[src/rtl/can_rx_frame_fifo.sv]
// CAN receive frame buffer: ID acceptance filter, frame FIFO, and bus ACK request.
// Accepted frames are queued for the host; rejected or overflowing frames are counted.
module can_rx_frame_fifo #(
    parameter int unsigned AW         = 3,
    parameter logic [28:0] FILT_ID    = 29'h0,
    parameter logic [28:0] FILT_MASK  = 29'h0,
    parameter logic [1:0]  FILT_IDE   = 2'd2,
    parameter logic        ACCEPT_RTR = 1'b1
) (
    input  logic          clk,
    input  logic          rst,
    input  logic          rx_valid,
    input  logic [28:0]   rx_id,
    input  logic          rx_ide,
    input  logic          rx_rtr,
    input  logic [3:0]    rx_len,
    input  logic [63:0]   rx_data,
    output logic          rx_ack,
    output logic          out_valid,
    input  logic          out_ready,
    output logic [28:0]   out_id,
    output logic          out_ide,
    output logic          out_rtr,
    output logic [3:0]    out_len,
    output logic [63:0]   out_data,
    output logic [AW:0]   count,
    output logic [15:0]   drop_full,
    output logic [15:0]   drop_filt
);

    localparam int unsigned DEPTH = 2 ** AW;
    localparam logic [AW:0] FULL  = (AW + 1)'(DEPTH);

    typedef struct packed {
        logic [28:0] id;
        logic        ide;
        logic        rtr;
        logic [3:0]  len;
        logic [63:0] data;
    } frame_t;

    // EVAL is resolved combinationally in the rx_valid cycle; never registered
    typedef enum logic [1:0] {
        IDLE    = 2'd0,
        EVAL    = 2'd1,
        ACKHOLD = 2'd2
    } state_t;

    frame_t        mem [DEPTH];
    frame_t        head;
    logic [AW-1:0] wptr;
    logic [AW-1:0] rptr;
    logic [AW:0]   cnt;
    state_t        state;

    logic ide_ok;
    logic match;
    logic pop;
    logic space;
    logic push;

    assign ide_ok = (FILT_IDE == 2'd2) || (rx_ide == FILT_IDE[0]);
    assign match  = (((rx_id ^ FILT_ID) & FILT_MASK) == 29'h0)
                  && ide_ok && (ACCEPT_RTR || !rx_rtr);

    assign out_valid = (cnt != '0);
    assign pop       = out_valid && out_ready;
    assign space     = (cnt != FULL) || pop;
    assign push      = rx_valid && match && space;

    assign head     = mem[rptr];
    assign out_id   = head.id;
    assign out_ide  = head.ide;
    assign out_rtr  = head.rtr;
    assign out_len  = head.len;
    assign out_data = head.data;
    assign count    = cnt;

    always_ff @(posedge clk) begin
        if (!rst && push) begin
            mem[wptr] <= '{id: rx_id, ide: rx_ide, rtr: rx_rtr,
                           len: rx_len, data: rx_data};
        end
    end

    always_ff @(posedge clk) begin
        if (rst) begin
            wptr <= '0;
            rptr <= '0;
            cnt  <= '0;
        end else begin
            if (push) wptr <= wptr + 1'b1;
            if (pop)  rptr <= rptr + 1'b1;
            unique case ({push, pop})
                2'b10:   cnt <= cnt + 1'b1;
                2'b01:   cnt <= cnt - 1'b1;
                default: cnt <= cnt;
            endcase
        end
    end

    always_ff @(posedge clk) begin
        if (rst) begin
            drop_full <= '0;
            drop_filt <= '0;
        end else if (rx_valid) begin
            if (!match) begin
                if (drop_filt != 16'hFFFF) drop_filt <= drop_filt + 1'b1;
            end else if (!space) begin
                if (drop_full != 16'hFFFF) drop_full <= drop_full + 1'b1;
            end
        end
    end

    always_ff @(posedge clk) begin
        if (rst) begin
            state  <= IDLE;
            rx_ack <= 1'b0;
        end else begin
            unique case (state)
                IDLE, EVAL, ACKHOLD: begin
                    if (rx_valid) begin
                        state  <= ACKHOLD;
                        rx_ack <= push;
                    end
                end
                default: begin
                    state  <= IDLE;
                    rx_ack <= 1'b0;
                end
            endcase
        end
    end

endmodule

[config.mk]
export PLATFORM = sky130hd
export DESIGN_NAME = can_rx_frame_fifo
export DESIGN_NICKNAME = d
export VERILOG_FILES = /design/src/rtl/can_rx_frame_fifo.sv
export SDC_FILE = /design/constraint.sdc
export NUM_CORES = 1
export LEC_CHECK = 0
export CAP_MARGIN = 20
export CORE_MARGIN = 2
export CORE_UTILIZATION = 25
export DETAILED_ROUTE_END_ITERATION = 10
export PLACE_DENSITY = 0.47
export SLEW_MARGIN = 5
export SYNTH_ARGS = -nofsm -noshare
export SYNTH_HDL_FRONTEND = slang
export SYNTH_SLANG_ARGS = --single-unit
[constraint.sdc]
create_clock -name clk -period 21.8 [get_ports clk]
set_input_delay 2.18 -clock clk [delete_from_list [all_inputs] [get_ports clk]]
set_output_delay 2.18 -clock clk [all_outputs]
set_load 0.01 [all_outputs]
==> results.rst, run 1 <==
.. list-table::
   :header-rows: 1

   * - Metric
     - Value
   * - Synthesized area per cell
     - 23.2 µm²
   * - Total number of placement rows
     - 130
   * - Most frequent cells in the layout
     - 792 x edfxtp_1, 223 x clkdlybuf4s50_1, 198 x mux4_2
   * - Classification of the worst setup path
     - flip-flop to output port
   * - Crit end category
     - output port
   * - CTS H-tree lvls
     - 3
   * - Maximum clock frequency
     - between 0.15 and 0.2 GHz
   * - Setup crit start kind
     - flip-flop
   * - Slew @ Worst Pin
     - roughly 960 ps
   * - Vert. Die Dim
     - roughly 360 µm
   * - Number of antenna violations at the first check in global routing
     - 4
   * - Cell types occupying the most area after synthesis
     - edfxtp_1 76%, mux4_2 14%, mux2_2 3.8%
   * - Library cells used by synthesis
     - 58
   * - Summed instance area of the synthesized netlist
     - 31500 µm²
   * - Insertion delay to the later sink of the worst-skew pair
     - 670 ps
   * - Commonest non-fill, non-tap cell in the layout
     - edfxtp_1
   * - Number of standard cells in the final layout excluding fillers
     - 3356
   * - Clock edge transition at the registers on the reported setup and hold paths
     - 60 ps
   * - Hold Vio Cnt, Final
     - 0
   * - Adder and majority gate portion of the synthesized area
     - 0.263%
   * - Share of final-layout standard cells stronger than drive strength 1
     - 28.3%
   * - Vias per Instance
     - 4.34
   * - Final antenna-violating net count
     - 0
   * - Setup violators final
     - 0
   * - DRC violation count after routing
     - 0
   * - Fraction of the core area covered by cells at the end of the flow
     - 31.0%
   * - Maximum number of pins on one net before global-route repair
     - 100
   * - Detail-routed net length per standard cell
     - 21.2 µm
   * - Dominant combinational cell family by area after synthesis
     - multiplexers
   * - Total power
     - 4.17 mW
   * - First drt pass iteration count
     - 5
   * - Post-synthesis cell type with the largest combined area
     - edfxtp_1
   * - Setup slack after layout
     - between 15000 and 20000 ps
   * - Drt total wl
     - 71100 µm
   * - Number of hold-repair buffers added at the cts stage
     - 0
   * - Count of port buffers added during placement
     - 223
   * - Global placement routability congestion
     - 0.680
   * - Syn-to-layout area delta
     - 23.3%
   * - Number of buffers inserted by post-CTS setup repair
     - 0
   * - Hold slack final
     - 491 ps
   * - Synthesized instance count
     - 1357
   * - Crit-path max FO
     - 44
   * - Xor and xnor fraction of the mapped netlist area
     - 0.111%
   * - Shortest clock period the worst path allows after layout
     - 6520 ps
   * - Slew Limit Headroom
     - a little over a third
   * - Iteration-0 DRC Markers
     - 993
   * - Number of fill cells in the layout
     - 12100
   * - Setup Skew
     - 21.3 ps
   * - Unrepaired setup endpoints after global routing
     - false
   * - Sequential-to-total area share from yosys stat
     - 77.5%
   * - Worst EP required
     - 19620 ps
   * - Final standard cell area without fillers
     - 38800 µm²
   * - Cts repair resizes
     - 0
   * - Clock root buffer
     - clkbuf_16
   * - Mux share of post-synthesis cell area
     - 18.0%
   * - Startpoint of the worst hold path
     - rx_ack
   * - Simple-gate share of the synthesized area
     - under 10%
   * - Pre-CTS setup slack
     - 15790 ps
   * - Share of the clock period used by the worst path after layout
     - 29.9%
   * - Yosys warning total
     - 0
   * - Post-synth ARST share
     - 0%
   * - Cell area power density
     - 107 nW/µm²
   * - Starting Density
     - around 25%
   * - Pins over their slew limit
     - 0
   * - I/O pin cnt
     - 240
   * - Overall die area
     - 129000 µm²
   * - # clock sinks
     - approximately 820
   * - Die Span X
     - 359 µm
   * - Highest ir drop seen on vdd
     - 0.0830 mV
   * - Clock tree from TritonCTS
     - yes
   * - Number of max-cap violations
     - 0
   * - Count of antenna diodes in the layout
     - 0
   * - Overall routing resource usage
     - 11.1%
   * - Via count
     - ~15000
   * - Result of the run
     - completed
   * - Grt ovf
     - 0
   * - Number of clock buffers inserted by TritonCTS
     - 93
   * - Hold Path Class
     - flip-flop to flip-flop
   * - Most used flip-flop cell after synthesis
     - edfxtp_1
   * - Number of synthesized flops with an enable pin
     - 792
   * - CTS Buffer Depth
     - 3
   * - Share of the synthesized area in compound gates (AO/OA/AOI/OAI)
     - 0.963%
   * - Setup TNS Final
     - 0 ps
   * - Area of the placeable core
     - between 100000 and 150000 µm²
   * - Post-Place Cell Area
     - ~36000 µm²
   * - Area fraction of the dominant cell type after synthesis
     - 75.6%
   * - Final net count
     - 1741
   * - Flip-flop and latch count after synthesis
     - 822
   * - First-pass GRT wire length
     - 105000 µm
   * - Cells after DPL
     - approximately 3200
   * - Arrival time reported for the critical path endpoint
     - 4340 ps
   * - Via count of the first global-routing pass
     - 16100
   * - Reg-to-Reg Start
     - count[0]
   * - Leakage power
     - 11.7 nW
   * - Post-detailed-placement half-perimeter wirelength
     - 37000 µm
==> cell usage after synthesis, drive strengths merged, types with 3 or more instances <==
cell type / instances
a211oi: 5
a21o: 3
a21oi: 11
buf: 52
clkbuf: 27
dfxtp: 30
edfxtp: 792
ha: 5
inv: 9
mux2: 106
mux4: 198
nand2: 11
nand2b: 4
nand3: 8
nand4: 6
nor2: 19
nor2b: 8
nor4: 6
nor4b: 3
o211ai: 5
o21ai: 4
o31ai: 5
or3: 4
or4: 5
xor2: 3
==> path summary, 6_finish.rpt <==
check                                   to  slack (ps)  cells after the start
worst max-delay path            out_id[13]       15280                      5
worst min-delay path                rx_ack         490                      2
worst min register to register      rx_ack         490                      2
worst max register to register  mem[6][86]       18410                      5
==> layer usage <==
layer / vias up / GRT usage, % / share of wire, %
li1: 6293 / - / -
met4: 8 / 3.36 / 2.2
met3: 122 / 2.85 / 4.8
met5: - / 0 / 0.086
met2: 303 / 19.1 / 51
met1: 7848 / 13.5 / 42
==> registers in the layout (all words and copies together) (netlist names), named ones only <==
name,cells
rptr,3
drop_full,16
wptr,3
mem,792
rx_ack,1
count,4
==> layout make-up <==
class                      instances  area (µm²)  share of cell area, %
timing repair buffer             244        2450                   6.32
multi-input combinational        462        6750                   17.4
clock inverter                    62         624                   1.61
sequential                       822       24400                   62.9
tap                             1650        2060                   5.32
clock buffer                     107        2460                   6.36
inverter                           9        33.8                 0.0871
==> cells by family (layout without fill, tap and decap cells) <==
logic type | after synthesis | in the layout
XOR/XNOR | 4 | 4
multiplexers | 306 | 306
adder cells (fa/ha/maj) | 6 | 6
AO/OA/AOI/OAI | 42 | 42
flip-flops | 822 | 822
buffers and inverters | 88 | 422
AND/OR/NAND/NOR | 88 | 88
other | 1 | 16
==> critical path, cell delays in order (launching register included) <==
cell and delay (ps):
dfxtp_4 840, buf_4 570, buf_4 790, mux4_2 590
mux2_2 280, clkdlybuf4s50_1 530
==> where the power goes <==
| group | switching (mW) | internal [mW] | leakage (nW) | total, mW |
|---|---|---|---|---|
| combinational | 0.338 | 0.459 | 2.78 | 0.797 |
| sequential | 0.0393 | 1.77 | 7.40 | 1.81 |
| clock | 0.624 | 0.940 | 1.51 | 1.56 |
Power figures use the tool's default switching activity.
==> run 2: changes to the inputs <==
Settings changed: PLACE_DENSITY 0.47 to 0.48.
Clock period 21.8 ns to 6 ns, I/O delays scaled along.
==> results.rst, run 2 (synthesis gave the netlist of run 1 again) <==
.. list-table::
   :header-rows: 1

   * - Metric
     - Value
   * - Setup violators final
     - 0 (unchanged)
   * - CTS Buffer Depth
     - 3 (unchanged)
   * - Number of buffers inserted by post-CTS setup repair
     - 0 (unchanged)
   * - Commonest non-fill, non-tap cell in the layout
     - edfxtp_1
   * - Slew Limit Headroom
     - 36.1% (+0.53 points)
   * - Setup TNS Final
     - 0 ps (unchanged)
   * - First-pass GRT wire length
     - 104000 µm (-0.55%)
   * - Shortest clock period the worst path allows after layout
     - roughly 4200 ps
   * - Share of the clock period used by the worst path after layout
     - 69.4%
   * - Syn-to-layout area delta
     - 23.9%
   * - Setup crit start kind
     - flip-flop
   * - Vert. Die Dim
     - 359 µm (unchanged)
   * - # clock sinks
     - 822 (unchanged)
   * - Number of max-cap violations
     - 0 (unchanged)
   * - Via count of the first global-routing pass
     - 15700 (-2.2%)
   * - CTS H-tree lvls
     - 3 (unchanged)
   * - Most frequent cells in the layout
     - 792 x edfxtp_1, 223 x clkdlybuf4s50_1, 198 x mux4_2
   * - Result of the run
     - completed
   * - Leakage power
     - 11.7 nW (+0.38%)
   * - Detail-routed net length per standard cell
     - 21.3 µm (+0.56%)
   * - Number of clock buffers inserted by TritonCTS
     - 93 (unchanged)
   * - Net Sw Power
     - 3.68 mW (+270%)
   * - Worst EP required
     - 5400 ps (-14220 ps)
   * - Reg-to-Reg Start
     - count[2]
   * - Pins over their slew limit
     - 0 (unchanged)
   * - Vias per Instance
     - 4.32 (-0.46%)
   * - Total number of placement rows
     - 130 (unchanged)
   * - Most flop-heavy register
     - mem
   * - Final standard cell area without fillers
     - 39000 µm² (+0.51%)
   * - Hold Path Class
     - flip-flop to flip-flop
   * - Arrival time reported for the critical path endpoint
     - 3560 ps (-780 ps)
   * - Crit end category
     - output port
   * - Grt ovf
     - 0 (unchanged)
   * - Hold slack final
     - 496 ps (+5.12 ps)
   * - Area of the placeable core
     - 125000 µm² (unchanged)
   * - Flop pwr share
     - 43.4% (about the same)
   * - Die Span X
     - 359 µm (unchanged)
   * - Post-Place Cell Area
     - 35900 µm² (+0.63%)
   * - Overall die area
     - 129000 µm² (unchanged)
   * - List of cells traversed by the critical path
     - buf_12 > mux4_2 > mux2_2 > clkdlybuf4s50_1
   * - Unrepaired setup endpoints after global routing
     - false
   * - Clock root buffer
     - clkbuf_16
   * - Cells after DPL
     - 3189 (+0.063%)
   * - Slew @ Worst Pin
     - 951 ps (-12.8 ps)
   * - Insertion delay to the later sink of the worst-skew pair
     - 660 ps (about the same)
   * - Cell area power density
     - 390 nW/µm² (+260%)
   * - Final net count
     - 1743 (+0.11%)
   * - Critical-path top delay cell
     - dfxtp_4
   * - Maximum number of pins on one net before global-route repair
     - 100 (unchanged)
   * - Combinational power share
     - 19.4% (+0.3 points)
   * - Highest ir drop seen on vdd
     - 0.205 mV (+150%)
   * - Count of port buffers added during placement
     - 223 (unchanged)
   * - Cts repair resizes
     - 0 (unchanged)
   * - Starting Density
     - 25.1% (unchanged)
   * - Share of total power in the clock network
     - 37.2% (-0.3 points)
   * - Number of hold-repair buffers added at the cts stage
     - 0 (unchanged)
   * - Maximum clock frequency
     - around 0.24 GHz
   * - Classification of the worst setup path
     - flip-flop to output port
   * - Number of standard cells in the final layout excluding fillers
     - 3361 (+0.15%)
   * - Post-detailed-placement half-perimeter wirelength
     - 36200 µm (-2.1%)
   * - Switching part of the total power
     - 24.2% (+0.20 points)
   * - Clock tree from TritonCTS
     - yes
   * - Drt total wl
     - 71600 µm (+0.71%)
   * - First drt pass iteration count
     - 5 (unchanged)
   * - I/O pin cnt
     - 240 (unchanged)
   * - Global placement routability congestion
     - 0.723 (+6.4%)
   * - Hold Vio Cnt, Final
     - 0 (unchanged)
   * - Fraction of the core area covered by cells at the end of the flow
     - 31.1% (+0.16 points)
   * - Setup Skew
     - 27.4 ps (+6.01 ps)
   * - DRC violation count after routing
     - 0 (unchanged)
   * - Iteration-0 DRC Markers
     - 897 (-9.7%)
   * - Internal
     - 11.5 mW (+260%)
   * - Startpoint of the worst hold path
     - wptr[0]
   * - Share of final-layout standard cells stronger than drive strength 1
     - 28.3% (+0.051 points)
   * - Number of flip-flops under the largest register name
     - 792 (unchanged)
   * - Number of fill cells in the layout
     - 11900 (-1.3%)
   * - Crit-path max FO
     - 55 (+25%)
   * - Clock edge transition at the registers on the reported setup and hold paths
     - 60 ps (about the same)
   * - Final antenna-violating net count
     - 0 (unchanged)
   * - Number of antenna violations at the first check in global routing
     - 14 (+10)
   * - CP max stage delay
     - 960 ps (+120 ps)
   * - Via count
     - 14500 (-0.32%)
   * - Overall routing resource usage
     - 11.0% (-0.036 points)
## run 2: power by group through the flow
stage	logic, mW	registers (mW)	clock network (mW)
floorplan	1.95	6.59	0
detailed placement	3.03	6.72	0
global placement	3.01	6.71	0
CTS	3.04	6.60	5.86
finish	2.95	6.59	5.65
global route	3.19	6.62	6.07
## run 2: metrics by stage
| stage | total power [mW] | setup slack, ps |
|---|---|---|
| floorplan | 8.54 | -1190 |
| global placement | 9.73 | 2170 |
| detailed placement | 9.76 | 2370 |
| CTS | 15.5 | 1620 |
| global route | 15.9 | 1530 |
| finish | 15.2 | 1840 |
## run 2: layout make-up
class	instances	area [µm²]	share of cell area (%)
well taps	1650	2060	5.30
clock inverters	53	557	1.43
clock buffers	118	2500	6.42
flip-flops and latches	822	24400	62.6
multi-input cells	462	6780	17.4
repair buffers	246	2640	6.78
diodes	1	2.50	0.00642
inverters	9	33.8	0.0867
## run 2: per-layer routing
| layer | vias to the layer above | share of wire (%) | GRT usage, % |
|---|---|---|---|
| li1 | 6309 | - | - |
| met1 | 7765 | 44 | 14.6 |
| met2 | 318 | 47 | 17.4 |
| met3 | 114 | 6.6 | 3.56 |
| met4 | 22 | 1.7 | 2.89 |
| met5 | - | 0.19 | 0 |
## run 2: final timing paths
kind	to	slack, ps	depth (start not counted)
setup / recovery	out_id[0]	1840	4
setup reg to reg	mem[5][25]	3080	5
hold reg to reg	wptr[0]	500	2
hold / removal	wptr[0]	500	2
## run 2: worst max-delay path, delay by kind of cell (launching register included)
| kind | cells | cell delay (ps) |
|---|---|---|
| flops | 1 | 960 |
| mux | 2 | 870 |
| buf+inv | 2 | 970 |
==> run 3: changes to the inputs <==
Clock period 6 ns to 3.54 ns, I/O delays scaled along.
==> results.rst, run 3 (synthesis gave the netlist of run 1 again) <==
.. list-table::
   :header-rows: 1

   * - Metric
     - Value
   * - Pins over their slew limit
     - 0 (unchanged)
   * - CP max stage delay
     - 540 ps (-420 ps)
   * - Drt total wl
     - 72200 µm (+0.92%)
   * - Clock tree from TritonCTS
     - yes
   * - First drt pass iteration count
     - 5 (unchanged)
   * - Switching part of the total power
     - 24.8% (+0.55 points)
   * - Unrepaired setup endpoints after global routing
     - false
   * - Result of the run
     - completed
   * - List of cells traversed by the critical path
     - buf_12 > buf_4 > mux4_2 > mux2_2 > clkdlybuf4s50_1
   * - Slew Limit Headroom
     - 43.5% (+7.4 points)
   * - Highest ir drop seen on vdd
     - 0.340 mV (+66%)
   * - Syn-to-layout area delta
     - 24.8%
   * - Final net count
     - 1782 (+2.2%)
   * - Via count
     - 14700 (+0.85%)
   * - Post-Place Cell Area
     - 36400 µm² (+1.4%)
   * - Iteration-0 DRC Markers
     - 960 (+7.0%)
   * - Clock root buffer
     - clkbuf_16
   * - Cell area power density
     - 649 nW/µm² (+67%)
   * - Crit end category
     - output port
   * - Pre-CTS setup slack
     - 678 ps (-1700 ps)
   * - Internal
     - 19.2 mW (+67%)
   * - Vert. Die Dim
     - 359 µm (unchanged)
   * - Arrival time reported for the critical path endpoint
     - 3000 ps (-560 ps)
   * - Die Span X
     - 359 µm (unchanged)
   * - First-pass GRT wire length
     - 105000 µm (+1.3%)
   * - Share of total power in the clock network
     - 35.4% (-1.8 points)
   * - Cts repair resizes
     - 0 (unchanged)
   * - Hold Vio Cnt, Final
     - 0 (unchanged)
   * - Global placement routability congestion
     - 0.705 (-2.5%)
   * - Combinational power share
     - 21.4% (+2.0 points)
   * - DRC violation count after routing
     - 0 (unchanged)
   * - Crit-path max FO
     - 34 (-38%)
   * - Setup Skew
     - 21.3 ps (-6.08 ps)
   * - Commonest non-fill, non-tap cell in the layout
     - edfxtp_1
   * - I/O pin cnt
     - 240 (unchanged)
   * - CTS H-tree lvls
     - 3 (unchanged)
   * - Flop pwr share
     - 43.2% (-0.2 points)
   * - Worst EP required
     - 3190 ps (-2210 ps)
   * - Number of buffers inserted by post-CTS setup repair
     - 0 (unchanged)
   * - Routed metal-1 wirelength
     - 33100 µm (+4.6%)
   * - Vias per Instance
     - 4.31 (-0.22%)
   * - Critical-path top delay cell
     - mux4_2
   * - Number of antenna violations at the first check in global routing
     - 11 (-3)
   * - Share of the clock period used by the worst path after layout
     - 94.7%
   * - CTS Buffer Depth
     - 3 (unchanged)
   * - Number of max-cap violations
     - 0 (unchanged)
   * - Startpoint of the worst hold path
     - rx_data[31]
   * - Classification of the worst setup path
     - flip-flop to output port
   * - Via count of the first global-routing pass
     - 15900 (+1.2%)
   * - Post-detailed-placement half-perimeter wirelength
     - 41300 µm (+14%)
   * - Final standard cell area without fillers
     - 39300 µm² (+0.76%)
   * - Cells after DPL
     - 3228 (+1.2%)
   * - Slew @ Worst Pin
     - 844 ps (-107 ps)
   * - Insertion delay to the later sink of the worst-skew pair
     - 650 ps (about the same)
   * - Share of final-layout standard cells stronger than drive strength 1
     - 29.4% (+1.1 points)
   * - Setup slack after layout
     - 188 ps (-1650 ps)
   * - Length of routed met3 wiring
     - 3870 µm (-18%)
   * - Starting Density
     - 25.1% (unchanged)
   * - Count of port buffers added during placement
     - 223 (unchanged)
   * - Setup crit start kind
     - flip-flop
   * - Setup violators final
     - 0 (unchanged)
   * - Met2 WL post-DR
     - 34000 µm (+0.47%)
   * - Net Sw Power
     - 6.31 mW (+72%)
   * - Maximum number of pins on one net before global-route repair
     - 61 (-39%)
   * - Area of the placeable core
     - 125000 µm² (unchanged)
   * - Most frequent cells in the layout
     - 792 x edfxtp_1, 223 x clkdlybuf4s50_1, 198 x mux4_2
   * - Number of flip-flops under the largest register name
     - 792 (unchanged)
   * - Leakage power
     - 11.9 nW (+1.2%)
   * - Clock edge transition at the registers on the reported setup and hold paths
     - 60 ps (about the same)
   * - Final antenna-violating net count
     - 0 (unchanged)
   * - Most flop-heavy register
     - mem
   * - Grt ovf
     - 0 (unchanged)
   * - Hold Path Class
     - input pin to flip-flop
   * - Maximum clock frequency
     - 0.298 GHz
   * - Overall die area
     - 129000 µm² (unchanged)
   * - Number of clock buffers inserted by TritonCTS
     - 93 (unchanged)
   * - Highest Signal Layer
     - met5
   * - Number of fill cells in the layout
     - 12000 (+0.51%)
   * - # clock sinks
     - 822 (unchanged)
   * - Total number of placement rows
     - 130 (unchanged)
   * - Overall routing resource usage
     - 11.2% (+0.13 points)
   * - Shortest clock period the worst path allows after layout
     - approximately 3400 ps
   * - Reg-to-Reg Start
     - count[3]
   * - Detail-routed net length per standard cell
     - 21.3 µm (-0.15%)
   * - Number of standard cells in the final layout excluding fillers
     - 3397 (+1.1%)
   * - Number of hold-repair buffers added at the cts stage
     - 0 (unchanged)
   * - Setup TNS Final
     - 0 ps (unchanged)
==> run 3: worst paths after layout <==
path                  endpoint  slack (ps)  depth (start not counted)
hold / removal      mem[0][31]         430                          1
setup / recovery  out_data[14]         190                          5
hold reg to reg      flip-flop         480                          2
setup reg to reg      count[3]         940                          8
==> run 3: power by group through the flow <==
stage                     Clock (mW)  Combinational [mW]  Sequential (mW)
after CTS                       9.34                5.65             11.0
after detailed placement           0                5.62             11.2
final                           9.02                5.46             11.0
after global placement             0                5.59             11.2
after floorplan                    0                3.33             11.2
after global routing            9.73                5.91             11.0
==> run 3: area by class of cell <==
class                   instances  area, µm²  area share (%)
flip-flops and latches        822      24400            62.1
multi-input cells             462       6810            17.3
repair buffers                285       3100            7.89
clock buffers                 119       2450            6.23
well taps                    1650       2060            5.26
clock inverters                49        424            1.08
inverters                       9       33.8          0.0860
diodes                          1       2.50         0.00637
==> run 3: layer usage <==
layer	vias to the layer above	global-route usage, %
met5	-	0
met3	114	3.06
met1	7832	15.1
met2	323	17.7
met4	16	2.81
li1	6366	-
==> run 3: critical path: cells and delay by family (launching register included) <==
kind | cells | cell delay, ps
mux | 2 | 830
buf+inv | 3 | 1110
flops | 1 | 370
==> run 3: stage by stage <==
step,power (mW),utilization [%],hold WS [ps]
floorplan,14.5,-,449
global placement,16.8,29.1,473
detailed placement,16.8,29.1,467
CTS,26.0,31.4,343
global route,26.6,31.4,376
finish,25.5,31.4,426
